$ cat src/rtl/muldiv_pkg.sv
// Shared definitions for the RV32M multiply/divide sequencer: FSM states,
// funct3 op encodings and small op-decoding helpers.
package muldiv_pkg;

    typedef enum logic [1:0] {
        IDLE = 2'd0,
        BUSY = 2'd1,
        DONE = 2'd2
    } state_e;

    localparam logic [2:0] OP_MUL    = 3'b000;
    localparam logic [2:0] OP_MULH   = 3'b001;
    localparam logic [2:0] OP_MULHSU = 3'b010;
    localparam logic [2:0] OP_MULHU  = 3'b011;
    localparam logic [2:0] OP_DIV    = 3'b100;
    localparam logic [2:0] OP_DIVU   = 3'b101;
    localparam logic [2:0] OP_REM    = 3'b110;
    localparam logic [2:0] OP_REMU   = 3'b111;

    function automatic logic op_is_div(input logic [2:0] op);
        return op[2];
    endfunction

    function automatic logic op_is_rem(input logic [2:0] op);
        return op[2] & op[1];
    endfunction

    // MUL yields the same low half either way, so it is treated as unsigned.
    function automatic logic op_a_signed(input logic [2:0] op);
        return (op == OP_MULH) || (op == OP_MULHSU) || (op == OP_DIV) || (op == OP_REM);
    endfunction

    function automatic logic op_b_signed(input logic [2:0] op);
        return (op == OP_MULH) || (op == OP_DIV) || (op == OP_REM);
    endfunction

endpackage

$ cat src/rtl/muldiv_datapath.sv
// Shift/accumulate datapath: one shift-add multiply step or one restoring
// shift-subtract divide step per cycle on unsigned magnitudes.
module muldiv_datapath #(
    parameter int DATA_WIDTH = 32
) (
    input  logic                      clk,
    input  logic                      rst_n,
    input  logic                      load_i,
    input  logic                      step_i,
    input  logic                      is_div_i,
    input  logic [DATA_WIDTH-1:0]     a_mag_i,
    input  logic [DATA_WIDTH-1:0]     b_mag_i,
    output logic [2*DATA_WIDTH-1:0]   acc_next_o
);
    localparam int W = DATA_WIDTH;

    // Upper half: partial product / partial remainder; lower half: multiplier / quotient bits.
    logic [2*W-1:0] acc_q;
    logic [W-1:0]   opnd_q;
    logic           is_div_q;

    logic [W:0]     mul_sum;
    logic [W:0]     trial;
    logic [2*W-1:0] mul_next;
    logic [2*W-1:0] div_next;

    always_comb begin
        mul_sum  = {1'b0, acc_q[2*W-1:W]} + (acc_q[0] ? {1'b0, opnd_q} : '0);
        mul_next = {mul_sum, acc_q[W-1:1]};
        trial    = acc_q[2*W-1:W-1] - {1'b0, opnd_q};
        if (trial[W]) begin
            div_next = {acc_q[2*W-2:0], 1'b0};
        end else begin
            div_next = {trial[W-1:0], acc_q[W-2:0], 1'b1};
        end
        acc_next_o = is_div_q ? div_next : mul_next;
    end

    // NOTE: sequential state uses non-blocking assignments so every register samples pre-edge values.
    always_ff @(posedge clk or negedge rst_n) begin
        if (!rst_n) begin
            acc_q    <= '0;
            opnd_q   <= '0;
            is_div_q <= 1'b0;
        end else if (load_i) begin
            acc_q    <= {{W{1'b0}}, a_mag_i};
            opnd_q   <= b_mag_i;
            is_div_q <= is_div_i;
        end else if (step_i) begin
            acc_q    <= acc_next_o;
        end
    end

endmodule

$ cat src/rtl/muldiv_sequencer.sv
// RV32M multiply/divide sequencer: accepts one op at a time, runs DATA_WIDTH
// iterations in the datapath and registers the sign-corrected result.
module muldiv_sequencer
    import muldiv_pkg::*;
#(
    parameter int DATA_WIDTH   = 32,
    parameter int FUNCT3_WIDTH = 3
) (
    input  logic                    clk,
    input  logic                    rst_n,
    input  logic                    start,
    input  logic [FUNCT3_WIDTH-1:0] funct3,
    input  logic [DATA_WIDTH-1:0]   a,
    input  logic [DATA_WIDTH-1:0]   b,
    input  logic                    flush,
    output logic                    busy,
    output logic                    stall,
    output logic                    done,
    output logic [DATA_WIDTH-1:0]   result
);
    localparam int W  = DATA_WIDTH;
    localparam int CW = $clog2(DATA_WIDTH);
    localparam logic [CW-1:0] LAST_STEP = CW'(DATA_WIDTH - 1);
    localparam logic [W-1:0]  MOST_NEG  = {1'b1, {(W-1){1'b0}}};

    state_e         state_q;
    logic [CW-1:0]  cnt_q;
    logic [2:0]     op_q;
    logic           neg_q;
    logic           done_q;
    logic [W-1:0]   result_q;

    logic [2:0]     op_in;
    logic           a_neg, b_neg;
    logic [W-1:0]   a_mag, b_mag;
    logic           div_zero, div_ovf, bypass, accept;
    logic [W-1:0]   bypass_res;
    logic [2*W-1:0] acc_next, prod_fix;
    logic [W-1:0]   quo_fix, rem_fix, final_res;

    always_comb begin
        op_in    = funct3[2:0];
        a_neg    = op_a_signed(op_in) & a[W-1];
        b_neg    = op_b_signed(op_in) & b[W-1];
        a_mag    = a_neg ? -a : a;
        b_mag    = b_neg ? -b : b;
        div_zero = op_is_div(op_in) && (b == '0);
        div_ovf  = op_is_div(op_in) && op_b_signed(op_in) && (a == MOST_NEG) && (b == '1);
        bypass   = div_zero || div_ovf;
        if (op_is_rem(op_in)) begin
            bypass_res = div_zero ? a : '0;
        end else begin
            bypass_res = div_zero ? '1 : MOST_NEG;
        end
        accept   = (state_q == IDLE) && start && !flush;
    end

    // neg_q already encodes quotient vs remainder sign, so one flag serves every op.
    always_comb begin
        prod_fix = neg_q ? -acc_next : acc_next;
        quo_fix  = neg_q ? -acc_next[W-1:0] : acc_next[W-1:0];
        rem_fix  = neg_q ? -acc_next[2*W-1:W] : acc_next[2*W-1:W];
        if (op_is_div(op_q)) begin
            final_res = op_is_rem(op_q) ? rem_fix : quo_fix;
        end else if (op_q == OP_MUL) begin
            final_res = prod_fix[W-1:0];
        end else begin
            final_res = prod_fix[2*W-1:W];
        end
    end

    muldiv_datapath #(
        .DATA_WIDTH(W)
    ) u_datapath (
        .clk        (clk),
        .rst_n      (rst_n),
        .load_i     (accept && !bypass),
        .step_i     (state_q == BUSY),
        .is_div_i   (op_is_div(op_in)),
        .a_mag_i    (a_mag),
        .b_mag_i    (b_mag),
        .acc_next_o (acc_next)
    );

    always_ff @(posedge clk or negedge rst_n) begin
        if (!rst_n) begin
            state_q  <= IDLE;
            cnt_q    <= '0;
            op_q     <= OP_MUL;
            neg_q    <= 1'b0;
            done_q   <= 1'b0;
            result_q <= '0;
        end else begin
            done_q <= 1'b0;
            case (state_q)
                IDLE: begin
                    if (accept) begin
                        op_q  <= op_in;
                        neg_q <= op_is_rem(op_in) ? a_neg : (a_neg ^ b_neg);
                        cnt_q <= '0;
                        if (bypass) begin
                            result_q <= bypass_res;
                            done_q   <= 1'b1;
                            state_q  <= DONE;
                        end else begin
                            state_q  <= BUSY;
                        end
                    end
                end
                BUSY: begin
                    if (flush) begin
                        cnt_q   <= '0;
                        state_q <= IDLE;
                    end else begin
                        cnt_q <= cnt_q + 1'b1;
                        // The final step's result is fixed up as it is registered, so it is valid with done.
                        if (cnt_q == LAST_STEP) begin
                            result_q <= final_res;
                            done_q   <= 1'b1;
                            state_q  <= DONE;
                        end
                    end
                end
                default: begin
                    state_q <= IDLE;
                end
            endcase
        end
    end

    assign busy   = (state_q == BUSY);
    assign stall  = ((state_q == IDLE) && start) || (state_q == BUSY);
    assign done   = done_q;
    assign result = result_q;

endmodule

$ cat config.mk
export PLATFORM = sky130hd
export DESIGN_NAME = muldiv_sequencer
export DESIGN_NICKNAME = d
export VERILOG_FILES = /design/src/rtl/muldiv_pkg.sv /design/src/rtl/muldiv_datapath.sv /design/src/rtl/muldiv_sequencer.sv
export SDC_FILE = /design/constraint.sdc
export NUM_CORES = 1
export LEC_CHECK = 0
export CORE_MARGIN = 2
export CORE_UTILIZATION = 39
export CTS_BUF_LIST = sky130_fd_sc_hd__clkbuf_4
export DETAILED_ROUTE_END_ITERATION = 6
export PLACE_DENSITY = 0.66
export SETUP_SLACK_MARGIN = 0.5
export SLEW_MARGIN = 20
export SYNTH_ARGS = -nofsm -noshare
export SYNTH_HDL_FRONTEND = slang
export SYNTH_HIERARCHICAL = 1
export SYNTH_SLANG_ARGS = --single-unit
$ cat constraint.sdc
create_clock -name clk -period 4.94 [get_ports clk]
set_input_delay 0.494 -clock clk [delete_from_list [all_inputs] [get_ports clk]]
set_output_delay 0.494 -clock clk [all_outputs]
set_load 0.02 [all_outputs]
== Word-level counts from Yosys, hierarchy flattened ==
Cells that the tools add are included.
Widths: inputs -> output; s select.

* Bits of input ports: 71
* Bits in latches: 0
* Memories: 0
* RAM bits: 0
* Memory bits (read-only): 0
* Register bits: 141

* Order comparisons: 0
* Bitwise operators: 5
* Divide/modulo/power cells: 0
* Reduce and logical (&&, ||, !) cells: 25
* Multiplexer cells: 35
* Shifts and indexed selects: 0
* Equality and inequality tests: 13
* $mul: 0
* $add $sub $neg: 8

{| class="wikitable"
|+ Operator list
! cell !! number
|-
| $mux 32 || 14
|-
| $mux 64 || 5
|-
| $neg 32->32 || 4
|-
| $eq 32x32->1 const B || 2
|-
| $neg 64->64 || 1
|-
| $pmux 32 s2 || 1
|-
| $add 32x33->33 || 1
|-
| $sub 33x32->33 || 1
|-
| $logic_not 32->1 || 1
|-
| $mux 31 || 1
|-
| $mux 5 || 2
|-
| $pmux 5 s2 || 1
|-
| $mux 2 || 4
|-
| $logic_and 1x1->1 || 7
|-
| $logic_or 1x1->1 || 7
|-
| $eq 3x3->1 const B || 2
|-
| $ne 2x2->1 const B || 3
|-
| $reduce_and 2->1 || 3
|-
| $add 5x1->5 const B || 1
|-
| $eq 5x5->1 const B || 1
|-
| $mux 1 || 5
|-
| $reduce_and 5->1 || 1
|-
| $and 1x1->1 || 4
|-
| $pmux 2 s2 || 1
|-
| other kinds (11) || 13
|}

== Longest topological paths before layout ==
* Word-level depth: 10
* Gate-level depth with buffers: 24

== Cells and area by module ==
Netlist, hierarchy kept.

{| class="wikitable"
|+ By module, submodules not included
! module !! cells an instance !! instances !! seq. area each (µm²) !! area an instance (µm²)
|-
| muldiv_datapath || 1077 || 1 || 2427.3 || 8807.2
|-
| muldiv_sequencer || 919 || 1 || 1101.1 || 6540.0
|}

== Worst setup path before layout ==
OpenSTA, ideal clock, no wires.

* Path type: register -> register
* Start: register u_datapath.acc_q[31]
* End: register result_q[9] (netlist: result[9])
* Library setup time: 130 ps
* Data required time: 4810 ps
* Setup slack: 53 ps
* Clock period less this slack: 4887 ps
* Cell stages (with the launch flop): 22
* Arrival time: 4756 ps
* Cells stage by stage: dfrtp_1 > inv_1 > ha_1 > inv_1 > fa_1 > a21o_1 > a221o_2 > a22oi_4 > o21ai_2 > a31oi_4 > xnor2_4 > buf_6 > mux2_4 > nand2_1 > o21ai_1 > clkbuf_1 > nor4_1 > nand3_1 > or3_1 > mux2_1 > o221ai_1 > a31oi_1

* Longest elaborated chain between the ends: 10
* Elaborated cells on any way between the ends: 15
* Those cells by class: add/sub (4); mux (11)

{| class="wikitable"
|+ Ends and longest elaborated chain
! what !! line !! source
|-
| start, declared || muldiv_datapath.sv:18 || <nowiki>logic [2*W-1:0] acc_q;</nowiki>
|-
| start signal, assigned || muldiv_datapath.sv:46 || <nowiki>acc_q <= {{W{1'b0}}, a_mag_i};</nowiki>
|-
| start signal, assigned || muldiv_datapath.sv:50 || <nowiki>acc_q <= acc_next_o;</nowiki>
|-
| $sub 33x32->33 (*) || muldiv_datapath.sv:30 || <nowiki>trial = acc_q[2*W-1:W-1] - {1'b0, opnd_q};</nowiki>
|-
| $mux 64 (*) || muldiv_datapath.sv:31 || <nowiki>if (trial[W]) begin</nowiki>
|-
| $mux 64 (*) || muldiv_datapath.sv:36 || <nowiki>acc_next_o = is_div_q ? div_next : mul_next;</nowiki>
|-
| net acc_next[40] || muldiv_sequencer.sv:38 || <nowiki>logic [2*W-1:0] acc_next, prod_fix;</nowiki>
|-
| $neg 64->64 or $neg 32->32 (tied branches) || muldiv_sequencer.sv:60, muldiv_sequencer.sv:62 ||
|-
| $mux 64 or $mux 32 (tied branches) || muldiv_sequencer.sv:60, muldiv_sequencer.sv:62 ||
|-
| $mux 32, on equally long branches || muldiv_sequencer.sv:65, muldiv_sequencer.sv:64 ||
|-
| $mux 32 (*) || muldiv_sequencer.sv:63 || <nowiki>if (op_is_div(op_q)) begin</nowiki>
|-
| $mux 32 (*) || muldiv_sequencer.sv:117 || <nowiki>if (cnt_q == LAST_STEP) begin</nowiki>
|-
| $mux 32 (*) || muldiv_sequencer.sv:111 || <nowiki>if (flush) begin</nowiki>
|-
| $pmux 32 s2 (*) || muldiv_sequencer.sv:95 || <nowiki>case (state_q)</nowiki>
|-
| end signal, assigned || muldiv_sequencer.sv:102 || <nowiki>result_q <= bypass_res;</nowiki>
|-
| end signal, assigned || muldiv_sequencer.sv:118 || <nowiki>result_q <= final_res;</nowiki>
|-
| end, declared || muldiv_sequencer.sv:31 || <nowiki>logic [W-1:0] result_q;</nowiki>
|}

Mark *: on every way through the listed nets, which the timed path passes. The rest lies on a longest branch. The select of a mux whose other input is x is not followed.
A chain may end at the register's enable or synchronous reset.

== Final worst setup path ==
* Start: register u_datapath.acc_q[31]
* End: register result_q[18] (netlist: result[18])

The elaborated chain is that of the path after synthesis.

==> metrics.md <==
| Metric | Value |
|---|---|
| Status | finished with violations |
| Failing checks | design-rule violations, negative setup slack |
| FF-to-FF Start | u_datapath/acc_q[31] |
| RSZ-0062 raised after global routing | true |
| Post-synthesis simple-gate area fraction | a little under a quarter |
| Slew HR | 29.2% |
| Mapped Cells | roughly 2.0k |
| Layout cells sized above 1 | 23.9% |
| Die area | 41,000 um^2 |
| Ys async rst share | 100% |
| Global-route usage over all layers | between 20 and 30% |
| Row count | between 70 and 80 |
| Flop pwr share | 13.0% |
| Worst Reg-to-Reg Cells | 25 |
| Netlist Area Pre-Place | 15,300 um^2 |
| Core area | between 30,000 and 40,000 um^2 |
| Largest net degree at the start of global routing | 73 |
| Clock network power share | 5.1% |
| Mean post-synth cell area | about 7.7 um^2 |
| Worst-Skew Late Latency | 0.66 ns |
| WL final | slightly above 60 mm |
| Multiplexer area fraction after synthesis | under 10% |
| Reg2reg end | result[18] |
| Hold crit path type | input pin to async pin |
| Period utilization | 101% |
| Setup_tns | -0.0861 ns |
| Post-Route Utilization | 51.9% |
| Min Hold Slack | 0.408 ns |
| Clock-pin transition on the worst setup and hold timing paths | 0.14 ns |
| Fraction of synthesized cell area in xor and xnor cells | 9.93% |
| DR iter-0 viols | about 1.6k |
| Worst path max stage delay | around 0.41 ns |
| Post-synth EDFFs | 0 |
| Via count | 17.0k |
| Kind of critical path | flop to flop |
| Peak VDD IR | 0.418 mV |
| Seq/Total Area, Yosys | 23.0% |
| Most used cell, CP | buf_4 |
| Slowest cell on crit path | dfrtp_1 |
| Vias in the first global route | roughly 17k |
| Worst-case clock buffer depth | 2 |
| Placed insts | 2,715 |
| Area of the multi-input gates | 12,100 um^2 |
| Die W | 202 um |
| Grt ovf | 0 |
| H-Tree Depth | 4 |
| Synth warn | 6 |
| Net Count, Synth | between 2k and 2.5k |
| Switching Fraction | 51.3% |
| WP data required | 5.52 ns |
| Clock sinks | ~140 |
| DR pass1 iterations | 7 |
| Fillers | 3,747 |
| FF+latch count, synth | 141 |
| Compound-gate portion of the synthesized area | 25.5% |
| Fin. max-slew vios | 0 |
| Worst-margin pin slew | 1.06 ns |
| Die H | 202 um |
| Fin. Hold Viols | 0 |
| Fin cells | 2,806 |
| Pwr/cell area | 711 nW/um^2 |
| Root Driver | clkbuf_4 |
| Port bufs | 105 |
| Dpl ws | -0.461 ns |
| Endpoint class of the critical path | flop |
| Setup Viol. Count Final | 3 |
| Critical path peak fanout | 5 |
| Routability cong. | 0.985 |
| Post-DR vias/cell | a little over 6 |
| Internal | 6.97 mW |
| Comb power frac | approximately four fifths |
| Worst setup margin | -0.0367 ns |
| Distinct cells, synth | just over 100 |
| Initial Util | 39.6% |
| Delay-heaviest family, CP | compound AO/OA/AOI/OAI gates |
| CTS tree | built |
| Max Clock Freq | around 200 MHz |
| Nets | 2,419 |
| Psw | 7.33 mW |
| Arr. time, crit path | around 5.6 ns |
| Total CTS buffers | 17 |
| Pleak | about 8.3 nW |
| Critical Path Start Type | flop |
| First-pass GRT wire length | roughly 93 mm |
| Top_reg_cell synth | dfrtp_1 |
| Post-synthesis adder-cell area fraction | 6.05% |
| Layout area overhead | 31.0% |
| WL/cell | 21.5 um |
| Sequential cell area | 3530 um^2 |
| Clk_skew | 0.0331 ns |
| Largest family of logic cells by synthesized area | compound AO/OA/AOI/OAI gates |
| CP bufs+invs | 8 |
| Initial antenna violation count | 1 |
| Max_cap viols | 0 |
| Detail Route Antenna Nets | 0 |
| Remaining DRCs | 11 |
| Crit path time final | 4.98 ns |
| R2r setup slk | -0.04 ns |
| I/O Pins | between 100 and 150 |
| DP HPWL | between 40 and 50 mm |
sequential cells by signal (all words and copies together), names as in the netlist:
name	flops
u_datapath/acc_q	64
result	32
u_datapath/opnd_q	32
cnt_q	5
op_q	3
state_q	2
done	1
neg_q	1
u_datapath/is_div_q	1
cell type report:
type,count,share of cell area [%]
well taps,518,3.22
repair buffers,380,16.6
diodes,1,0.0125
inverters,69,1.29
flip-flops and latches,141,17.6
multi-input cells,1666,60.2
clock inverters,13,0.461
clock buffers,18,0.672
metrics by stage:
stage	power (mW)	instance area, um^2
detailed placement	11.5	18400
global placement	11.4	18400
finish	14.3	20100
CTS	13.7	19800
global route	15.1	20100
floorplan	7.99	15600
per-layer routing:
layer | vias to the layer above | part of all wire, % | track usage (%) | routed length [um]
li1 | 7880 | - | - | -
met1 | 8305 | 44 | 39.4 | 26500
met2 | 673 | 46 | 46.6 | 27600
met3 | 148 | 6.7 | 4.76 | 4060
met4 | 0 | 3.7 | 10.4 | 2220
met5 | - | 0 | 0 | 0
worst max-delay path by stage:
stage                      end            startpoint  slack [ns]  cells past startpoint
floorplan           result[11]  u_datapath/acc_q[31]        0.29                     21
global placement    result[23]  u_datapath/acc_q[31]       -0.41                     20
detailed placement  result[23]  u_datapath/acc_q[31]       -0.46                     20
CTS                 result[31]   u_datapath/acc_q[0]        0.11                     21
global route        result[18]  u_datapath/acc_q[31]       -0.24                     25
finish              result[18]  u_datapath/acc_q[31]       -0.04                     25
placed cells by master (no fill, tap or decap), types with 11 or more instances in the layout:
cell type | synthesis | final
nor3_1 | 44 | 39
buf_6 | 6 | 38
clkdlybuf4s50_1 | 0 | 104
o22ai_1 | 15 | 13
nor4_2 | 3 | 12
nor2b_1 | 11 | 11
a21oi_1 | 122 | 108
nor2_1 | 175 | 167
o21ai_0 | 161 | 148
dfrtp_1 | 141 | 139
nand2_1 | 221 | 209
mux2i_1 | 55 | 49
ha_1 | 71 | 67
o41ai_1 | 17 | 11
inv_1 | 66 | 62
nor4_1 | 32 | 16
a31oi_1 | 27 | 26
and2_1 | 43 | 41
buf_4 | 1 | 230
o211ai_1 | 17 | 17
mux2_2 | 40 | 38
o21a_1 | 13 | 13
o31ai_1 | 30 | 22
a211oi_1 | 14 | 12
nand2b_1 | 14 | 14
and3_1 | 19 | 19
o21ai_1 | 23 | 25
or4_1 | 22 | 14
nand3_1 | 46 | 41
or3_1 | 24 | 18
xor2_1 | 61 | 60
clkbuf_4 | 1 | 18
xnor2_1 | 108 | 107
a21o_1 | 36 | 36
nand4_1 | 36 | 36
a21oi_2 | 4 | 16
synth_stat cells (7+ instances only):
library cell    n  share of area (%)
nor2_1        175                4.3
a31oi_1        27                1.1
and3_1         19               0.77
buf_2          15               0.49
dfrtp_1       141                 23
nor2b_1        11               0.45
nand3_1        46                1.5
o21ai_0       161                5.3
o21a_1         13               0.64
nand2b_1       14               0.57
xnor2_1       108                6.2
inv_1          66                1.6
a22oi_1         9               0.44
a211oi_1       14               0.68
a21o_1         36                1.8
nor4_1         32                1.3
or3_1          24               0.98
a311oi_1        7               0.40
buf_1          14               0.34
o21ai_1        23               0.75
a21oi_1       122                4.0
clkbuf_1       83                2.0
mux2i_1        55                3.6
or4_1          22                1.1
and2_1         43                1.8
o31ai_1        30                1.5
o22ai_1        15               0.61
ha_1           71                5.8
nand2_1       221                5.4
xor2_1         61                3.5
o211ai_1       17               0.83
mux2_2         40                2.9
or2_2           8               0.33
nor3_1         44                1.4
a41oi_1        14               0.80
o41ai_1        17               0.97
nand4_1        36                1.5
o22a_1          7               0.40
power groups by stage:
| stage | sequential, mW | combinational, mW | clock [mW] |
|---|---|---|---|
| CTS | 1.84 | 11.1 | 0.744 |
| global route | 1.89 | 12.5 | 0.785 |
| floorplan | 1.69 | 6.30 | 0 |
| finish | 1.85 | 11.7 | 0.722 |
| detailed placement | 1.85 | 9.67 | 0 |
| global placement | 1.84 | 9.54 | 0 |
kinds of logic (layout without fill, tap and decap cells):
family,Yosys count,after routing
other,0,1
adder cells (fa/ha/maj),73,73
buffers and inverters,190,480
AO/OA/AOI/OAI,596,596
XOR/XNOR,171,172
flip-flops,141,141
AND/OR/NAND/NOR,725,725
multiplexers,100,100
what timing repair did:
item / CTS / global route
gates resized for setup: 160 / 49
hold buffers: 1 / 0
setup endpoints to repair: 32 / 32
pin swaps: 88 / 46
endpoints found under the hold margin: 71 / 0
cloned: 1 / 0
buffers inserted: 40 / 17
Note: power is estimated with default switching activity, not from simulation.
